<file path="src/rtl/chrom_eval_pkg.sv">
// Shared types and helpers for the chromosome evaluation sequencer.
// State codes, clamp helper and trace-index packing.
package chrom_eval_pkg;

    typedef enum logic [2:0] {
        S_IDLE,
        S_BLANK,
        S_LOAD,
        S_RUN,
        S_ACCUM,
        S_CHECK,
        S_DONE
    } state_t;

    localparam int IGNORE_CYCLES_DEF = 10;
    localparam int NUM_RETRIES_DEF   = 3;
    localparam int TRACE_IDX_W       = 8;

    function automatic int unsigned clamp_min(
        input int unsigned v,
        input int unsigned lo
    );
        return (v < lo) ? lo : v;
    endfunction

    function automatic logic [TRACE_IDX_W-1:0] trace_index(
        input int unsigned idx
    );
        return TRACE_IDX_W'(idx);
    endfunction

endpackage

</file>
<file path="src/rtl/chrom_eval_if.sv">
// Bundle between the sequencer, the GA controller, the sample ROM,
// the phenotype circuit and the trace RAM.
interface chrom_eval_if
    import chrom_eval_pkg::*;
#(
    parameter int IN_W        = 8,
    parameter int OUT_W       = 8,
    parameter int NUM_SAMPLES = 64,
    parameter int SUM_W       = 32,
    parameter int CYC_W       = 16,
    parameter int ADDR_W      = 15
);
    localparam int IDX_W   = $clog2(NUM_SAMPLES);
    localparam int TOT_W   = SUM_W + $clog2(OUT_W);
    localparam int TRACE_W = IN_W + TRACE_IDX_W + 2 * OUT_W;

    logic                   iStart;
    logic                   iDoneAck;
    logic                   oReady;
    logic                   oDone;
    logic [IDX_W:0]         iSeqLen;
    logic [CYC_W-1:0]       iHoldCycles;
    logic                   iEarlyAbort;
    logic [IDX_W-1:0]       oSampleIdx;
    logic [IN_W-1:0]        iSampleIn;
    logic [OUT_W-1:0]       iSampleExp;
    logic [OUT_W-1:0]       iSampleValid;
    logic [IN_W-1:0]        oChromInput;
    logic                   oChromBlank;
    logic [OUT_W-1:0]       iChromOutput;
    logic [OUT_W*SUM_W-1:0] oErrorSums;
    logic [TOT_W-1:0]       oTotalErrors;
    logic [2:0]             oPassCount;
    logic [2:0]             oState;
    logic                   oTraceWe;
    logic [ADDR_W-1:0]      oTraceAddr;
    logic [TRACE_W-1:0]     oTraceData;

    modport master (
        input  iStart, iDoneAck, iSeqLen, iHoldCycles, iEarlyAbort,
        input  iSampleIn, iSampleExp, iSampleValid, iChromOutput,
        output oReady, oDone, oSampleIdx, oChromInput, oChromBlank,
        output oErrorSums, oTotalErrors, oPassCount, oState,
        output oTraceWe, oTraceAddr, oTraceData
    );

    modport slave (
        output iStart, iDoneAck, iSeqLen, iHoldCycles, iEarlyAbort,
        output iSampleIn, iSampleExp, iSampleValid, iChromOutput,
        input  oReady, oDone, oSampleIdx, oChromInput, oChromBlank,
        input  oErrorSums, oTotalErrors, oPassCount, oState,
        input  oTraceWe, oTraceAddr, oTraceData
    );

endinterface

</file>
<file path="src/rtl/chrom_err_accum.sv">
// Per-channel saturating failing-entry counters.
module chrom_err_accum #(
    parameter int OUT_W = 8,
    parameter int SUM_W = 32
) (
    input  logic                   clk,
    input  logic                   rst,
    input  logic                   clr,
    input  logic [OUT_W-1:0]       inc,
    output logic [OUT_W*SUM_W-1:0] sums
);

    always_ff @(posedge clk) begin
        if (rst || clr) begin
            sums <= '0;
        end else begin
            for (int c = 0; c < OUT_W; c++) begin
                if (inc[c] && sums[c*SUM_W +: SUM_W] != '1)
                    sums[c*SUM_W +: SUM_W] <= sums[c*SUM_W +: SUM_W] + 1'b1;
            end
        end
    end

endmodule

</file>
<file path="src/rtl/chrom_eval_sequencer.sv">
// Runs a sample sequence through a phenotype circuit, counts per-channel
// failures, retries clean passes and traces the final pass.
module chrom_eval_sequencer
    import chrom_eval_pkg::*;
#(
    parameter int IN_W          = 8,
    parameter int OUT_W         = 8,
    parameter int NUM_SAMPLES   = 64,
    parameter int SUM_W         = 32,
    parameter int CYC_W         = 16,
    parameter int IGNORE_CYCLES = IGNORE_CYCLES_DEF,
    parameter int NUM_RETRIES   = NUM_RETRIES_DEF,
    parameter int ADDR_W        = 15
) (
    input logic          iClock,
    input logic          iReset,
    chrom_eval_if.master bus
);

    localparam int IDX_W    = $clog2(NUM_SAMPLES);
    localparam int TOT_W    = SUM_W + $clog2(OUT_W);
    localparam int HOLD_MIN = IGNORE_CYCLES + 1;

    state_t                 state, state_nx;
    logic [IDX_W:0]         len;
    logic [CYC_W-1:0]       hold, cnt;
    logic                   abort, final_pass;
    logic [IDX_W-1:0]       idx;
    logic [OUT_W-1:0]       flags, mism, inc;
    logic [2:0]             pass;
    logic [ADDR_W-1:0]      taddr;
    logic [IN_W-1:0]        stim;
    logic [OUT_W*SUM_W-1:0] sums;
    logic [TOT_W-1:0]       total;
    logic                   sums_clr, last_hold, last_idx;

    assign mism      = (bus.iChromOutput ^ bus.iSampleExp) & bus.iSampleValid;
    assign last_hold = (cnt == hold - 1'b1);
    assign last_idx  = ({1'b0, idx} == len - 1'b1);
    assign sums_clr  = (state == S_IDLE) && bus.iStart;
    assign inc       = (state == S_ACCUM) ? flags : '0;

    always_comb begin
        total = '0;
        for (int c = 0; c < OUT_W; c++)
            total = total + TOT_W'(sums[c*SUM_W +: SUM_W]);
    end

    always_comb begin
        state_nx = state;
        unique case (state)
            S_IDLE:  if (bus.iStart) state_nx = S_BLANK;
            S_BLANK: state_nx = S_LOAD;
            S_LOAD:  state_nx = S_RUN;
            S_RUN:   if (last_hold) state_nx = S_ACCUM;
            S_ACCUM: begin
                if (abort && |flags) state_nx = S_DONE;
                else if (last_idx)   state_nx = S_CHECK;
                else                 state_nx = S_LOAD;
            end
            S_CHECK: begin
                if (total == '0 && pass < 3'(NUM_RETRIES))
                    state_nx = S_LOAD;
                else
                    state_nx = S_DONE;
            end
            S_DONE:  if (bus.iDoneAck) state_nx = S_IDLE;
            default: state_nx = S_IDLE;
        endcase
    end

    always_ff @(posedge iClock) begin
        if (iReset) begin
            state      <= S_IDLE;
            len        <= '0;
            hold       <= '0;
            abort      <= 1'b0;
            idx        <= '0;
            cnt        <= '0;
            flags      <= '0;
            pass       <= '0;
            taddr      <= '0;
            stim       <= '0;
            final_pass <= 1'b0;
        end else begin
            state <= state_nx;
            unique case (state)
                S_IDLE: if (bus.iStart) begin
                    len        <= (bus.iSeqLen == '0) ? {{IDX_W{1'b0}}, 1'b1}
                                                      : bus.iSeqLen;
                    hold       <= CYC_W'(clamp_min(32'(bus.iHoldCycles),
                                                   HOLD_MIN));
                    abort      <= bus.iEarlyAbort;
                    pass       <= '0;
                    idx        <= '0;
                    final_pass <= 1'b0;
                end
                S_BLANK: taddr <= '0;
                S_LOAD: begin
                    stim  <= bus.iSampleIn;
                    flags <= '0;
                    cnt   <= '0;
                    // decided once per pass, at its first entry
                    if (idx == '0)
                        final_pass <= (pass == 3'(NUM_RETRIES)) ||
                                      (total != '0);
                end
                S_RUN: begin
                    if (cnt >= CYC_W'(IGNORE_CYCLES))
                        flags <= flags | mism;
                    cnt <= cnt + 1'b1;
                    if (final_pass) taddr <= taddr + 1'b1;
                end
                S_ACCUM: begin
                    if (!(abort && |flags) && !last_idx)
                        idx <= idx + 1'b1;
                end
                S_CHECK: begin
                    pass <= pass + 1'b1;
                    idx  <= '0;
                end
                default: ;
            endcase
        end
    end

    chrom_err_accum #(
        .OUT_W (OUT_W),
        .SUM_W (SUM_W)
    ) u_accum (
        .clk  (iClock),
        .rst  (iReset),
        .clr  (sums_clr),
        .inc  (inc),
        .sums (sums)
    );

    assign bus.oReady       = (state == S_IDLE);
    assign bus.oDone        = (state == S_DONE);
    assign bus.oSampleIdx   = idx;
    assign bus.oChromInput  = stim;
    assign bus.oChromBlank  = (state == S_BLANK);
    assign bus.oErrorSums   = sums;
    assign bus.oTotalErrors = total;
    assign bus.oPassCount   = pass;
    assign bus.oState       = state;
    assign bus.oTraceWe     = (state == S_RUN) && final_pass;
    assign bus.oTraceAddr   = taddr;
    assign bus.oTraceData   = {stim, trace_index(32'(idx)),
                               bus.iSampleExp, bus.iChromOutput};

endmodule

</file>
<file path="src/flat_wrapper.sv">
// flat-port wrapper written by rule: the top's interface ports become plain ports
module chrom_eval_sequencer_flat import chrom_eval_pkg::*;
#(
    parameter int IN_W          = 8,
    parameter int OUT_W         = 8,
    parameter int NUM_SAMPLES   = 64,
    parameter int SUM_W         = 32,
    parameter int CYC_W         = 16,
    parameter int IGNORE_CYCLES = IGNORE_CYCLES_DEF,
    parameter int NUM_RETRIES   = NUM_RETRIES_DEF,
    parameter int ADDR_W        = 15
)
  (iClock, iReset, bus_iStart, bus_iDoneAck, bus_iSeqLen, bus_iHoldCycles, bus_iEarlyAbort, bus_iSampleIn, bus_iSampleExp, bus_iSampleValid, bus_iChromOutput, bus_oReady, bus_oDone, bus_oSampleIdx, bus_oChromInput, bus_oChromBlank, bus_oErrorSums, bus_oTotalErrors, bus_oPassCount, bus_oState, bus_oTraceWe, bus_oTraceAddr, bus_oTraceData);
  chrom_eval_if #(.IN_W(IN_W), .OUT_W(OUT_W), .NUM_SAMPLES(NUM_SAMPLES), .SUM_W(SUM_W), .CYC_W(CYC_W), .ADDR_W(ADDR_W)) bus_i ();
  input logic iClock;
  input logic iReset;
  input wire logic [$bits(bus_i.iStart)-1:0] bus_iStart;
  input wire logic [$bits(bus_i.iDoneAck)-1:0] bus_iDoneAck;
  input wire logic [$bits(bus_i.iSeqLen)-1:0] bus_iSeqLen;
  input wire logic [$bits(bus_i.iHoldCycles)-1:0] bus_iHoldCycles;
  input wire logic [$bits(bus_i.iEarlyAbort)-1:0] bus_iEarlyAbort;
  input wire logic [$bits(bus_i.iSampleIn)-1:0] bus_iSampleIn;
  input wire logic [$bits(bus_i.iSampleExp)-1:0] bus_iSampleExp;
  input wire logic [$bits(bus_i.iSampleValid)-1:0] bus_iSampleValid;
  input wire logic [$bits(bus_i.iChromOutput)-1:0] bus_iChromOutput;
  output wire logic [$bits(bus_i.oReady)-1:0] bus_oReady;
  output wire logic [$bits(bus_i.oDone)-1:0] bus_oDone;
  output wire logic [$bits(bus_i.oSampleIdx)-1:0] bus_oSampleIdx;
  output wire logic [$bits(bus_i.oChromInput)-1:0] bus_oChromInput;
  output wire logic [$bits(bus_i.oChromBlank)-1:0] bus_oChromBlank;
  output wire logic [$bits(bus_i.oErrorSums)-1:0] bus_oErrorSums;
  output wire logic [$bits(bus_i.oTotalErrors)-1:0] bus_oTotalErrors;
  output wire logic [$bits(bus_i.oPassCount)-1:0] bus_oPassCount;
  output wire logic [$bits(bus_i.oState)-1:0] bus_oState;
  output wire logic [$bits(bus_i.oTraceWe)-1:0] bus_oTraceWe;
  output wire logic [$bits(bus_i.oTraceAddr)-1:0] bus_oTraceAddr;
  output wire logic [$bits(bus_i.oTraceData)-1:0] bus_oTraceData;
  assign bus_i.iStart = bus_iStart;
  assign bus_i.iDoneAck = bus_iDoneAck;
  assign bus_i.iSeqLen = bus_iSeqLen;
  assign bus_i.iHoldCycles = bus_iHoldCycles;
  assign bus_i.iEarlyAbort = bus_iEarlyAbort;
  assign bus_i.iSampleIn = bus_iSampleIn;
  assign bus_i.iSampleExp = bus_iSampleExp;
  assign bus_i.iSampleValid = bus_iSampleValid;
  assign bus_i.iChromOutput = bus_iChromOutput;
  assign bus_oReady = bus_i.oReady;
  assign bus_oDone = bus_i.oDone;
  assign bus_oSampleIdx = bus_i.oSampleIdx;
  assign bus_oChromInput = bus_i.oChromInput;
  assign bus_oChromBlank = bus_i.oChromBlank;
  assign bus_oErrorSums = bus_i.oErrorSums;
  assign bus_oTotalErrors = bus_i.oTotalErrors;
  assign bus_oPassCount = bus_i.oPassCount;
  assign bus_oState = bus_i.oState;
  assign bus_oTraceWe = bus_i.oTraceWe;
  assign bus_oTraceAddr = bus_i.oTraceAddr;
  assign bus_oTraceData = bus_i.oTraceData;
  chrom_eval_sequencer #(.IN_W(IN_W), .OUT_W(OUT_W), .NUM_SAMPLES(NUM_SAMPLES), .SUM_W(SUM_W), .CYC_W(CYC_W), .IGNORE_CYCLES(IGNORE_CYCLES), .NUM_RETRIES(NUM_RETRIES), .ADDR_W(ADDR_W)) u_core (.iClock(iClock), .iReset(iReset), .bus(bus_i));
endmodule
</file>
<file path="config.mk">
export PLATFORM = sky130hd
export DESIGN_NAME = chrom_eval_sequencer_flat
export DESIGN_NICKNAME = d
export VERILOG_FILES = /design/src/rtl/chrom_eval_pkg.sv /design/src/rtl/chrom_eval_if.sv /design/src/rtl/chrom_err_accum.sv /design/src/rtl/chrom_eval_sequencer.sv /design/src/flat_wrapper.sv
export SDC_FILE = /design/constraint.sdc
export NUM_CORES = 1
export LEC_CHECK = 0
export ABC_AREA = 1
export BUFFER_PORTS_ARGS = -buffer_cell sky130_fd_sc_hd__buf_2
export CORE_MARGIN = 2
export CORE_UTILIZATION = 25
export DETAILED_ROUTE_END_ITERATION = 8
export GPL_ROUTABILITY_DRIVEN = 0
export PLACE_DENSITY = 0.47
export SYNTH_ARGS = -nofsm -noshare
export SYNTH_HDL_FRONTEND = slang
export SYNTH_SLANG_ARGS = --single-unit
</file>
<file path="constraint.sdc">
create_clock -name iClock -period 6.6 [get_ports iClock]
set_input_delay 0.33 -clock iClock [delete_from_list [all_inputs] [get_ports iClock]]
set_output_delay 0.33 -clock iClock [all_outputs]
set_load 0.01 [all_outputs]
</file>
---- After elaboration in Yosys (flattened, before gate mapping) ----
Cells that the tools add are included.
operators by class
  order comparisons ....................... 3
  $add $sub $neg .......................... 21
  multiplexer cells ....................... 23
  reductions and logical operators ........ 35
  equal/unequal tests ..................... 24
  bitwise logic cells ..................... 3
operator list
  kind                                                                 count
  adder 32 x 1 -> 32 bit (second input constant)                       8
  != test 32 bit (second input constant)                               8
  adder 35 x 32 -> 35 bit                                              6
  zero test 35 bit                                                     1
  nonzero test 35 bit                                                  1
  adder 32 x 32 -> 33 bit                                              1
  case mux 16 bit (2 select lines)                                     1
  case mux 15 bit (2 select lines)                                     1
  two-way mux 3 bit                                                    7
  case mux 3 bit (7 select lines)                                      1
  case mux 6 bit (3 select lines)                                      1
  adder 16 x 1 -> 16 bit (second input constant)                       1
  equality test 16 bit                                                 1
  greater-or-equal comparator 16 x 4 -> 1 bit (second input constant)  1
  < comparator 16 x 4 -> 1 bit (second input constant)                 1
  two-way mux 16 bit                                                   1
  two-way mux 8 bit                                                    2
  case mux 8 bit (2 select lines)                                      1
  subtractor 16 x 1 -> 16 bit (second input constant)                  1
  adder 15 x 1 -> 15 bit (second input constant)                       1
  two-way mux 15 bit                                                   1
  logical AND 1 bit                                                    13
  two-way mux 6 bit                                                    2
  equality test 3 x 2 -> 1 bit (second input constant)                 3
  26 further kinds                                                     44
storage, ports and cells
  register bits after elaboration ......... 340
  input bits .............................. 60
  output and inout bits ................... 362
  logic and storage cells ................. 128

---- Longest topological paths before layout ----
Gate-level depths: netlist of run 1.
  word-level depth ........................ 11
  depth in mapped cells ................... 39
  depth with buffers taken out ............ 39

---- By module ----
From an unflattened synthesis of run 1, not the netlist that was laid out.
unflattened totals
  cells, all modules ...................... 4374
  area, all modules ....................... 27970.6 um^2
by module, submodules not included
  module                seq. area each (um^2)  times used  area each (um^2)  cells each
  chrom_err_accum       5124.9                 1           15185.8           2526
  chrom_eval_sequencer  1681.6                 1           12784.8           1848

---- Worst setup path before layout of run 1 ----
OpenSTA, ideal clock, no wires.
  path type ............................... register -> register
  start point ............................. register u_core.u_accum.sums[0]
  end point ............................... register u_core.state[2], in the netlist u_core.bus.oState[2]
  required time ........................... 6466 ps
  stages on the path, launching flop included .. 40
  library setup time ...................... 134 ps
  buffers on the path ..................... 0
  clock period less this slack ............ 6201 ps
  arrival ................................. 6067 ps
  setup slack ............................. 399 ps
  path through ............................ dfxtp_1 > ha_1 > inv_1 > fa_1 > nand3b_1 > nand2_1 > a21oi_2 > o21ai_2 > a21boi_2 > o21ai_1 > a21boi_1 > o21ai_1 > a21oi_1 > nand2_1 > nand2_1 > fa_1 > inv_1 > fa_1 > [... 4 more ...] > nand2_1 > inv_1 > nand2_1 > nand2_1 > a21oi_1 > inv_1 > a21oi_1 > nand2_1 > nand2_1 > nand2_1 > nor2_1 > nand2_1 > nor2_1 > nand3_1 > nand2_1 > nand2_1 > nand2_1 > a21oi_1
on the way
  cells in the longest elaborated chain, start to end .. 11
ends and longest elaborated chain
  element                               line                        source
  start, declared                       chrom_err_accum.sv:10       output logic [OUT_W*SUM_W-1:0] sums
  start signal, assigned by index       chrom_err_accum.sv:19       sums[c*SUM_W +: SUM_W] <= sums[c*SUM_W +: SUM_W] + 1'b1;
  adder 32 x 32 -> 33 bit               chrom_eval_sequencer.sv:46  total = total + TOT_W'(sums[c*SUM_W +: SUM_W]);
  adder 35 x 32 -> 35 bit (6 in a row)  chrom_eval_sequencer.sv:46
  net bus_oTotalErrors[33]              flat_wrapper.sv:32          output wire logic [$bits(bus_i.oTotalErrors)-1:0] bus_oTotalErrors;
  zero test 35 bit                      chrom_eval_sequencer.sv:62  if (total == '0 && pass < 3'(NUM_RETRIES))
  logical AND 1 bit                     chrom_eval_sequencer.sv:62
  two-way mux 3 bit                     chrom_eval_sequencer.sv:62
  case mux 3 bit (7 select lines)       chrom_eval_sequencer.sv:51  unique case (state)
  end signal, assigned                  chrom_eval_sequencer.sv:86  state <= state_nx;
  end, declared                         chrom_eval_sequencer.sv:24  state_t state, state_nx;
The timed path passes the listed nets, and every way through them passes these cells.
A chain may end at the register's enable or synchronous reset.

---- Worst setup path after layout of run 1 ----
  start point ............................. register u_core.u_accum.sums[0]
  end point ............................... output bus_oTotalErrors[33]
on the way
  cells in the longest elaborated chain, start to end .. 7
ends and longest elaborated chain
  element                               line
  adder 32 x 32 -> 33 bit               chrom_eval_sequencer.sv:46
  adder 35 x 32 -> 35 bit (6 in a row)  chrom_eval_sequencer.sv:46
  end, declared                         flat_wrapper.sv:32
No other way between the ends.

==> results.env, run 1 <==
SYNTH_LARGEST_AREA_CELL='dfxtp_1'
SYNTH_LARGEST_TYPE_AREA_FRACTION_PCT=25.9
NUM_IO_PINS=422
DETAILROUTE.VIA_COUNT=26600
ROUTED_WIRELENGTH_UM=113000
SYNTH.YOSYS.WARNINGS=0
COREAREA_UM2=105000
GRT_START_MAX_NET_PINS=117
DIEWIDTH_UM=328
CRIT_REQUIRED_NS=6.27
STATIC-LEAKAGE-POWER_nW=15.2
WORST-R2R-CELL-COUNT=41
R2R-START='u_core.u_accum.sums[0]'
SETUP_VIOLATIONS_FINAL=0
FIRST_GLOBAL_VIAS=25800
YOSYS_MOST_USED_DFF='dfxtp_1'
WORST_PATH_MAX_DELAY_CELL='fa_2'
POWER_PER_CELL_AREA_nW_PER_UM2=148
MIN_PATH_TYPE='in2reg'
CLOCK_TREE.ROOT_CELL='clkbuf_16'
FIN_SETUP_TNS_NS=0
YOSYSUNIQUECELLTYPES=71
CLOCK_POWER_SHARE_PCT=48.7
CRIT_PATH_MAX_CELL_DELAY_NS=0.53
CRIT_PATH_MAX_FANOUT=4
FIN_WORST_SKEW_NS=0.0232
WORST_SKEW_PAIR.LATE_LATENCY_NS=0.61
MAXIMUM_COUNT_OF_CLOCK_BUFFERS_ALONG_A_SINGLE_PATH=3
STATUS='complete, no violations'
PATH_CLASS='reg2out'
HOLDWS_NS=0.0438
TOTAL_OF_FLIP_FLOPS_PLUS_LATCHES_AFTER_SYNTHESIS=340
NETS=4726
CTS_TREE='done'
MAX-VDD-IR-DROP_mV=0.164
P_SW_W=0.00143
INITIAL_CORE_UTILIZATION_PCT=25.1
RELSLEWSLACK_PCT=33.8
WORST_PIN_SLEW_NS=0.985
POST_SYNTH_INSTANCE_AREA_UM2=26300
TIMING.CRITICAL_PATH.TO_TYPE='output port'
PORT-BUFFER-COUNT=419
POST_SYNTHESIS_ASYNC_SET_OR_RESET_FLOP_SHARE_PCT=0
COMBINED_GLOBAL_ROUTE_UTILIZATION_OF_ALL_METAL_LAYERS_PCT=20.6
CRITPATHTOPFAMILY='adder cells'
TRITONCTS_NUM_SINKS=340
FINAL.PERIOD_UTILIZATION_PCT=99.9
WORSTPATHARRIVAL_NS=6.26
MIN-DELAY-START='bus_iSampleValid[6]'
PERIOD_NEEDED_NS=6.59
POWER.SHARE.SWITCHING_PCT=27.9
FMAX_GHz=0.152
YS_TOP_CELLS_BY_AREA='dfxtp_1 (26%), fa_1 (12%), nand2_1 (11%)'
NUM_ANTENNA_CELLS=0
DIE-AREA_UM2=108000
CAP_VIOL_MAX_COUNT=0
POWER_FRAC_COMB_PCT=9.9
LAYOUT-DRIVE-GT1-SHARE_PCT=25.9
PLACE.DETAILED.HPWL_UM=94400
DIE-HEIGHT_UM=328
SYNTH_MOST_COMMON_CELL='nand2_1'
CTS_MADE_BUFFERS=47
DRCVIOLATIONCOUNT=0
REG2REG_SLACK_NS=0.04
DRT-PASS1-ITER-COUNT=6
ANTENNA_VIOLATING_NETS_POST_ROUTE=0
PLACEMENT.CELL_AREA_UM2=31100
DRT_FIRST_ITER_VIOLATIONS=1534
FINALMAXSLEWVIOLATIONS=0
WHS_ENDPOINT='u_core.flags[6]'
POWER.SEQUENTIAL.FRACTION_PCT=41.4
P_INT_W=0.00369
GRT_SETUP_UNREPAIRED='yes'
SEQ_TOTAL_AREA_YOSYS_PCT=25.9
HOLD_VIOL=0
VIAS_PER_CELL=4.55
CRITICAL_PATH_BUF_INV_COUNT=8
START_KIND='flip-flop'
SYNTH_ENABLE_FLOP_CELLS=0
GRT_OVERFLOW=0
AVG_WL_PER_CELL_UM=19.4
SYNTH_COMMON_CELLS='nand2_1 (781), inv_1 (740), nor2_1 (341)'
POST_SYNTH_INST_COUNT=3789
REGTOREGENDPOINT='u_core.bus.oState[2]'
ANTENNA_VIOLATIONS_BEFORE_REPAIR=1
STD_CELL_ROWS=119
SYNTH.AVG_CELL_AREA_UM2=6.94
MIN_PATH_CELLS=3
AREA_GROWTH_SYN_TO_LAYOUT_PCT=31.8
POST-ROUTE-CELL-AREA_UM2=34700
FIRST_PASS_GRT_WIRE_LENGTH_UM=165000
HTREE_LEVELS=2
CTS.CLK_SLEW.WORST_PATHS_NS=0.06
==> cells in the final DEF (no fill, tap or decap), types with 8 or more instances in the layout <==
master	synthesis	routed
a211oi_1	15	15
a21oi_1	282	257
a21oi_2	1	22
a221oi_1	9	8
a31oi_1	15	14
buf_2	4	405
buf_4	33	188
buf_6	3	37
clkbuf_1	36	14
clkbuf_16	0	47
dfxtp_1	340	338
dlygate4sd3_1	0	28
fa_1	159	146
fa_2	0	13
ha_1	88	63
ha_4	0	23
inv_1	740	682
inv_2	11	59
inv_4	0	10
nand2_1	781	673
nand2_2	23	103
nand2_4	2	28
nand3_1	137	120
nand3_2	8	24
nand3b_1	10	10
nand4_1	67	67
nor2_1	341	310
nor2_2	29	38
nor2_4	22	44
nor3_1	138	131
nor3_2	13	15
nor3_4	3	8
nor3b_1	17	17
nor4_1	48	46
o21a_1	25	25
o21ai_0	168	163
o21ai_1	15	14
xnor2_1	35	30
xor2_1	87	81
==> flip-flops by register name (all words and copies together), names as in the netlist <==
signal / cells
u_core.bus.oPassCount: 3
u_core.len: 7
u_core.bus.oChromInput: 8
u_core.bus.oState: 3
u_core.bus.oTraceAddr: 15
u_core.cnt: 16
u_core.abort: 1
u_core.hold: 16
u_core.u_accum.sums: 256
u_core.bus.oSampleIdx: 6
u_core.final_pass: 1
u_core.flags: 8
==> final cells by class <==
class	instances	area [um2]
Timing Repair Buffer	660	4180
Clock inverter	13	146
Clock buffer	65	1280
Multi-Input combinational cell	2615	17700
Sequential cell	340	6810
Tap cell	1391	1740
Inverter	755	2870
Fill cell	11500	70100
==> worst register-to-register path: cells and delay by family (launching register included) <==
| kind | cells | cell delay (ns) |
|---|---|---|
| buffers and inverters | 9 | 0.80 |
| flip-flops | 1 | 0.35 |
| adder cells (fa/ha/maj) | 7 | 2.74 |
| AND/OR/NAND/NOR | 16 | 1.57 |
| AO/OA/AOI/OAI | 9 | 0.95 |
==> logic make-up (layout without fill, tap and decap cells) <==
logic type	count (synthesis)	in the layout	synth area share, %
buffers and inverters	835	1493	12.5
adders and majority gates	247	247	16.3
other	1	2	0.0143
DFF	340	340	25.9
xor gates and xnor gates	122	122	4.06
AOI/OAI and AO/OA	572	572	12.0
and+or+nand+nor	1672	1672	29.3
==> worst max-delay path by stage <==
stage | end | depth (start not counted) | start
after floorplan | u_core.bus.oState[2] | 39 | u_core.u_accum.sums[0]
after global placement | u_core.bus.oState[2] | 37 | u_core.u_accum.sums[0]
after global routing | bus_oTotalErrors[27] | 35 | u_core.u_accum.sums[0]
final | bus_oTotalErrors[33] | 33 | u_core.u_accum.sums[0]
after detailed placement | u_core.bus.oState[2] | 37 | u_core.u_accum.sums[32]
after CTS | bus_oTotalErrors[27] | 35 | u_core.u_accum.sums[32]
==> metrics by stage <==
| stage | instances | setup WS [ns] | power (W) | utilization, % |
|---|---|---|---|---|
| global placement | 5707 | -0.103 | 0.00267 | 29.7 |
| floorplan | 3790 | 0.399 | 0.00252 | - |
| CTS | 5828 | -0.0802 | 0.00520 | 32.3 |
| finish | 5839 | 0.00742 | 0.00513 | 33.1 |
| global route | 5839 | -0.322 | 0.00534 | 33.1 |
| detailed placement | 5707 | -0.163 | 0.00267 | 29.7 |
==> power by group through the flow <==
stage                     Sequential (W)  Clock, W  Combinational, W
after global placement           0.00217         0          0.000500
after global routing             0.00213   0.00263          0.000574
after detailed placement         0.00217         0          0.000501
after CTS                        0.00212   0.00257          0.000516
final                            0.00212   0.00250          0.000509
after floorplan                  0.00216         0          0.000359
==> per-layer routing <==
metal	global-route usage [%]	share of wire [%]
met1	26.2	43
met5	0	0
met4	6.69	3.5
met3	5.07	7.5
met2	33.9	46
==> what timing repair did <==
action	CTS	global route
hold buffers	28	0
pin swaps	130	134
endpoints found under the hold margin	28	0
cloned	0	0
resized for setup	229	205
setup buffers	23	14
setup endpoints to repair	23	27
No activity file was read; power rests on OpenSTA's default activity.
==> inputs of run 2 (changes only) <==
GPL_TIMING_DRIVEN = 0   (was not set)
==> results.env, run 2 (same netlist as run 1, synthesis figures left out) <==
CRIT_PATH_MAX_FANOUT=7  # +3
CTS_MADE_BUFFERS=46  # -2.1%
FIN_WORST_SKEW_NS=0.0313  # +0.00803 ns
CRITPATHTOPFAMILY='adder cells'
FINAL.PERIOD_UTILIZATION_PCT=101  # +1.3 points
STD_CELL_ROWS=119  # unchanged
DRT_FIRST_ITER_VIOLATIONS=2059  # +34%
DRT-PASS1-ITER-COUNT=5  # -1
ANTENNA_VIOLATIONS_BEFORE_REPAIR=2  # +1
CRIT_PATH_MAX_CELL_DELAY_NS=0.55  # +0.02 ns
ANTENNA_VIOLATING_NETS_POST_ROUTE=0  # unchanged
FMAX_GHz=0.150  # -1.3%
FINAL_UTIL_PCT=31.7  # -1.4 points
ROUTED_WIRELENGTH_UM=117000  # +3.0%
WORST_SKEW_PAIR.LATE_LATENCY_NS=0.60  # about the same
PERIOD_NEEDED_NS=6.68  # +0.0845 ns
MIN_PATH_TYPE='in2reg'
CAP_VIOL_MAX_COUNT=0  # unchanged
START_KIND='flip-flop'
TRITONCTS_NUM_SINKS=340  # unchanged
VIAS_PER_CELL=4.64  # +1.9%
POWER.SHARE.SWITCHING_PCT=28.7  # +0.77 points
P_INT_W=0.00371  # +0.35%
PORT-BUFFER-COUNT=418  # -0.24%
LARGEST_REG_FLOPS=256  # unchanged
CRITICAL_PATH_BUF_INV_COUNT=6  # -2
CRIT_REQUIRED_NS=6.27  # about the same
MULTI_INPUT_AREA_UM2=17300  # -1.9%
GR-USAGE-MET2_PCT=34.8  # +0.92 points
MAXIMUM_COUNT_OF_CLOCK_BUFFERS_ALONG_A_SINGLE_PATH=3  # unchanged
FIRST_GLOBAL_VIAS=24900  # -3.7%
MIN-DELAY-START='bus_iSeqLen[6]'
FILLERINSTANCES=11600  # +1.2%
USE_MET1_PCT=27.6  # +1.4 points
REG2REG_SLACK_NS=0.02  # -0.02 ns
STATUS='finished, violations left'
FIN_WS_NS=-0.0771  # -0.0845 ns
DIE-AREA_UM2=108000  # unchanged
FIRST_PASS_GRT_WIRE_LENGTH_UM=167000  # +0.91%
USE_MET3_PCT=4.81  # -0.27 points
NUM_ANTENNA_CELLS=0  # unchanged
WORST_PIN_SLEW_NS=1.35  # +0.365 ns
TIMING.CRITICAL_PATH.TO_TYPE='output port'
WORST_PATH_MAX_DELAY_CELL='fa_1'
CTS.CLK_SLEW.WORST_PATHS_NS=0.06  # about the same
DP_SLACK_NS=-1.54  # -1.38 ns
WHS_ENDPOINT='u_core.len[6]'
LAYOUT.AREA.SEQ_UM2=6850  # +0.59%
PATH_CLASS='reg2out'
RELSLEWSLACK_PCT=10.0  # -24 points
GRT_OVERFLOW=0  # unchanged
DETAILROUTE.VIA_COUNT=26600  # +0.0075%
TOP_LIBRARY_CELLS_BY_USAGE_IN_THE_LAYOUT_FILL_AND_TAPS_ASIDE='inv_1 (718), nand2_1 (717), buf_2 (420)'
POWER.SEQUENTIAL.FRACTION_PCT=40.7  # -0.7 points
TOP_REGISTER='u_core.u_accum.sums'
PLACE.DETAILED.HPWL_UM=98400  # +4.2%
INITIAL_CORE_UTILIZATION_PCT=25.1  # unchanged
POWER_FRAC_COMB_PCT=11.5  # +1.6 points
NETS=4614  # -2.4%
HTREE_LEVELS=2  # unchanged
HOLD_VIOL=0  # unchanged
SETUP_VIOLATIONS_FINAL=7  # +7
WORST-R2R-CELL-COUNT=34  # -17%
PLACEMENT.CELL_AREA_UM2=30100  # -3.2%
COREAREA_UM2=105000  # unchanged
CTS_TREE='done'
POST-ROUTE-CELL-AREA_UM2=33200  # -4.2%
DRCVIOLATIONCOUNT=0  # unchanged
AVG_WL_PER_CELL_UM=20.4  # +5.0%
COMBINED_GLOBAL_ROUTE_UTILIZATION_OF_ALL_METAL_LAYERS_PCT=21.0  # +0.47 points
LAYOUT.CELLS.MOST_COMMON='inv_1'
BUSIEST_LAYER='met2'
STATIC-LEAKAGE-POWER_nW=14.3  # -6.0%
NUM_IO_PINS=422  # unchanged
LAYOUT-DRIVE-GT1-SHARE_PCT=22.1  # -3.9 points
MIN_PATH_CELLS=3  # unchanged
R2R-START='u_core.u_accum.sums[3]'
GRT_START_MAX_NET_PINS=13  # -89%
POWER_PER_CELL_AREA_nW_PER_UM2=157  # +5.9%
REGTOREGENDPOINT='u_core.bus.oState[2]'
WORSTPATHARRIVAL_NS=6.35  # +0.09 ns
FINALMAXSLEWVIOLATIONS=0  # unchanged
P_SW_W=0.00149  # +4.2%
CLOCK_TREE.ROOT_CELL='clkbuf_16'
MAX-VDD-IR-DROP_mV=0.150  # -8.3%
REG_TOP3='u_core.u_accum.sums: 256 flops, u_core.cnt: 16 flops, u_core.hold: 16 flops'
GRT_SETUP_UNREPAIRED='yes'
DIE-HEIGHT_UM=328  # unchanged
CLOCK_POWER_SHARE_PCT=47.7  # -1.0 points
AREA_GROWTH_SYN_TO_LAYOUT_PCT=26.3
DIEWIDTH_UM=328  # unchanged
VIOLATIONS='setup timing'
## run 2: repair_timing
item / 4_1_cts / 5_1_grt
buffers inserted: 22 / 8
endpoints found under the setup margin: 26 / 27
pin swaps: 62 / 33
hold buffers: 21 / 0
hold endpoints to repair: 21 / 0
resized for setup: 193 / 130
## run 2: power groups by stage
| stage | clock network, W | logic, W | registers, W |
|---|---|---|---|
| after floorplan | 0 | 0.000359 | 0.00216 |
| after global placement | 0 | 0.000592 | 0.00217 |
| after detailed placement | 0 | 0.000592 | 0.00217 |
| after CTS | 0.00253 | 0.000604 | 0.00212 |
| after global routing | 0.00260 | 0.000670 | 0.00212 |
| final | 0.00248 | 0.000600 | 0.00212 |
## run 2: area by class of cell
class,count,share of cell area (%)
Buffer,80,1.36
Clock buffer,65,3.95
Clock inverter,15,0.377
Inverter,755,8.57
Multi-Input combinational cell,2615,52.1
Sequential cell,340,20.6
Tap cell,1391,5.24
Timing Repair Buffer,469,7.74
## run 2: how the worst max path moves through the flow
| stage | from | end | slack [ns] | cells past startpoint |
|---|---|---|---|---|
| 3_5_place_dp | u_core.u_accum.sums[32] | u_core.bus.oState[2] | -1.54 | 37 |
| 5_1_grt | u_core.u_accum.sums[48] | bus_oTotalErrors[30] | -0.34 | 26 |
| 4_1_cts | u_core.u_accum.sums[32] | bus_oTotalErrors[32] | -0.17 | 31 |
| 6_report | u_core.u_accum.sums[3] | bus_oTotalErrors[30] | -0.08 | 28 |
| 2_1_floorplan | u_core.u_accum.sums[0] | u_core.bus.oState[2] | 0.40 | 39 |
| 3_3_place_gp | u_core.u_accum.sums[32] | u_core.bus.oState[2] | -1.51 | 37 |
## run 2: metrics by stage
step / TNS [ns] / total power, W / std cells / hold WS [ns]
after floorplan: 0 / 0.00252 / 3790 / 0.436
after CTS: -1.45 / 0.00525 / 5722 / 0.00878
final: -0.274 / 0.00520 / 5730 / 0.0331
after detailed placement: -7.01 / 0.00276 / 5599 / 0.459
after global routing: -4.51 / 0.00540 / 5730 / 0.0350
after global placement: -6.76 / 0.00276 / 5599 / 0.459
## run 2: per-layer routing
metal	up-vias	wire length, um
met5	-	0
met4	0	2840
met3	129	9320
met2	888	54200
met1	12500	50600
li1	13100	-
## run 2: worst reg2reg max path, delay by kind of cell, from the launching register on
kind,cells,cell delay [ns]
simple gates,14,1.52
flops,1,0.40
buf+inv,5,0.46
fa+ha+maj,6,2.76
compound gates,8,1.14
xor+xnor,1,0.15
==> inputs of run 3 (changes only) <==
CELL_PAD_IN_SITES_DETAIL_PLACEMENT = 1   (was not set)
CELL_PAD_IN_SITES_GLOBAL_PLACEMENT = 2   (was not set)
PLACE_DENSITY = 0.71   (was 0.47)
==> results.env, run 3 (same netlist as run 1, synthesis figures left out) <==
DIE-HEIGHT_UM=328  # unchanged
WORST_SKEW_PAIR.LATE_LATENCY_NS=0.61  # about the same
CLOCK_TREE.ROOT_CELL='clkbuf_16'
MAXIMUM_COUNT_OF_CLOCK_BUFFERS_ALONG_A_SINGLE_PATH=3  # unchanged
WORST-R2R-CELL-COUNT=39  # +15%
NUM_ANTENNA_CELLS=0  # unchanged
PORT-BUFFER-COUNT=418  # unchanged
VIAS_PER_CELL=4.66  # +0.54%
HTREE_LEVELS=2  # unchanged
BUSIEST_LAYER='met2'
MIN_PATH_TYPE='in2reg'
NUM_IO_PINS=422  # unchanged
PLACE.DETAILED.HPWL_UM=105000  # +6.9%
GRT_OVERFLOW=0  # unchanged
PATH_CLASS='reg2out'
USE_MET1_PCT=28.9  # +1.3 points
ANTENNA_VIOLATIONS_BEFORE_REPAIR=1  # -1
DIEWIDTH_UM=328  # unchanged
GR-USAGE-MET2_PCT=39.0  # +4.2 points
GRT_SETUP_UNREPAIRED='yes'
DRT-PASS1-ITER-COUNT=5  # unchanged
LAYOUT-DRIVE-GT1-SHARE_PCT=23.4  # +1.3 points
CTS.CLK_SLEW.WORST_PATHS_NS=0.06  # about the same
TRITONCTS_NUM_SINKS=340  # unchanged
CRIT_START='u_core.u_accum.sums[38]'
ROUTED_WIRELENGTH_UM=125000  # +6.8%
CRIT_PATH_MAX_CELL_DELAY_NS=0.57  # +0.02 ns
REG2REG_SLACK_NS=0.10  # +0.08 ns
DRCVIOLATIONCOUNT=0  # unchanged
REGTOREGENDPOINT='u_core.bus.oState[2]'
MAX-VDD-IR-DROP_mV=0.153  # +1.9%
COMBINED_GLOBAL_ROUTE_UTILIZATION_OF_ALL_METAL_LAYERS_PCT=22.6  # +1.6 points
AVG_WL_PER_CELL_UM=21.7  # +6.5%
STATIC-LEAKAGE-POWER_nW=14.5  # +1.9%
LAYOUT.CELLS.MOST_COMMON='inv_1'
HOLD_VIOL=0  # unchanged
STD_CELL_ROWS=119  # unchanged
PERIOD_NEEDED_NS=6.59  # -0.0895 ns
WORSTPATHARRIVAL_NS=6.26  # -0.09 ns
DETAILROUTE.VIA_COUNT=26800  # +0.84%
FIN_SETUP_TNS_NS=0  # +0.274 ns
LARGEST_REG_FLOPS=256  # unchanged
DIE-AREA_UM2=108000  # unchanged
REG_TOP3='u_core.u_accum.sums: 256 flops, u_core.cnt: 16 flops, u_core.hold: 16 flops'
GRT_START_MAX_NET_PINS=13  # unchanged
COREAREA_UM2=105000  # unchanged
INITIAL_CORE_UTILIZATION_PCT=25.1  # unchanged
POWER_PER_CELL_AREA_nW_PER_UM2=156  # about the same
CTS_MADE_BUFFERS=44  # -4.3%
TOP_LIBRARY_CELLS_BY_USAGE_IN_THE_LAYOUT_FILL_AND_TAPS_ASIDE='inv_1 (705), nand2_1 (704), buf_2 (417)'
HOLDWS_NS=0.0376  # +0.00446 ns
WORSTSETUPENDPOINT='bus_oTotalErrors[30]'
TIMING.CRITICAL_PATH.TO_TYPE='output port'
STATUS='complete, no violations'
WORST_PATH_MAX_DELAY_CELL='fa_1'
LAYOUTNONFILLERINSTCOUNT=5747  # +0.30%
WORST_PIN_SLEW_NS=1.32  # -0.0323 ns
CRIT_PATH_MAX_FANOUT=5  # -2
FIN_WORST_SKEW_NS=0.0264  # -0.00489 ns
R2R-START='u_core.u_accum.sums[0]'
CTS_TREE='done'
USE_MET3_PCT=3.38  # -1.4 points
FINALMAXSLEWVIOLATIONS=0  # unchanged
NETS=4629  # +0.33%
NUMPLACEDINSTANCES=5599  # unchanged
FIRST_GLOBAL_VIAS=27100  # +8.8%
START_KIND='flip-flop'
FIRST_PASS_GRT_WIRE_LENGTH_UM=180000  # +8.1%
FILLERINSTANCES=13200  # +14%
ANTENNA_VIOLATING_NETS_POST_ROUTE=0  # unchanged
DRT_FIRST_ITER_VIOLATIONS=1075  # -48%
AREA_GROWTH_SYN_TO_LAYOUT_PCT=28.4
TOP_REGISTER='u_core.u_accum.sums'
FINAL.PERIOD_UTILIZATION_PCT=99.8  # -1.4 points
CAP_VIOL_MAX_COUNT=0  # unchanged
SETUP_VIOLATIONS_FINAL=0  # -7
CRIT_REQUIRED_NS=6.27  # about the same
FMAX_GHz=0.152  # +1.4%
RELSLEWSLACK_PCT=12.2  # +2.2 points
==> run 3: cell types whose count changed in the layout (fill, tap and decap cells not counted), sizes merged <==
cell         before  now
dlygate4sd3      21   24
clkinv           13   11
buf             492  506
inv             755  754
clkbuf          101  102
bufinv            1    3
==> run 3: through the flow <==
step                util [%]  total power (W)  setup slack (ns)  area [um2]
finish                  32.2          0.00528            0.0124       33800
global route            32.2          0.00550            -0.292       33800
CTS                     31.3          0.00537            -0.136       32900
detailed placement      28.8          0.00278             -1.38       30100
global placement        28.8          0.00278             -1.33       30100
floorplan                  -          0.00252             0.399       26300
==> run 3: repair_timing <==
| item | CTS | global route |
|---|---|---|
| endpoints found under the setup margin | 25 | 26 |
| endpoints found under the hold margin | 24 | 0 |
| pin swaps | 78 | 87 |
| hold buffers | 24 | 0 |
| setup buffers | 25 | 19 |
| gates resized for setup | 200 | 213 |
==> run 3: where the power goes <==
group	leakage [nW]	total (W)	switching, W	internal (W)
sequential	2.76	0.00212	0.0000346	0.00208
combinational	11.0	0.000617	0.000416	0.000201
clock	0.736	0.00255	0.00104	0.00150
==> run 3: worst max-delay path, delay by kind of cell (launching register included) <==
| family | cells | cell delay, ns |
|---|---|---|
| xor+xnor | 1 | 0.16 |
| simple gates | 7 | 0.74 |
| buf+inv | 4 | 0.30 |
| compound gates | 9 | 1.31 |
| fa+ha+maj | 6 | 2.78 |
| flops | 1 | 0.37 |
==> run 3: layout make-up <==
type | count | area (um2) | area share [%]
multi-input cells | 2615 | 17600 | 52.2
flip-flops and latches | 340 | 6870 | 20.3
inverters | 755 | 2850 | 8.43
repair buffers | 486 | 2750 | 8.14
well taps | 1391 | 1740 | 5.15
clock buffers | 66 | 1330 | 3.93
plain buffers | 80 | 453 | 1.34
clock inverters | 14 | 163 | 0.482
==> run 3: worst min path at each step <==
stage                                      endpoint  slack, ns  cells past startpoint                       from
final                                u_core.hold[8]       0.04                      3         bus_iHoldCycles[8]
after global routing                u_core.flags[6]       0.02                      3        bus_iSampleValid[6]
after CTS                            u_core.hold[8]     0.0007                      3         bus_iHoldCycles[8]
after detailed placement  u_core.bus.oTraceAddr[14]       0.46                      1  u_core.bus.oTraceAddr[14]
after global placement    u_core.bus.oTraceAddr[14]       0.46                      1  u_core.bus.oTraceAddr[14]
after floorplan                        u_core.abort       0.44                      1               u_core.abort
==> run 3: metal layers <==
| layer | wire length, um | part of all wire (%) |
|---|---|---|
| met1 | 55500 | 44 |
| met2 | 59800 | 48 |
| met3 | 5230 | 4.2 |
| met4 | 4270 | 3.4 |
| met5 | 0 | 0 |
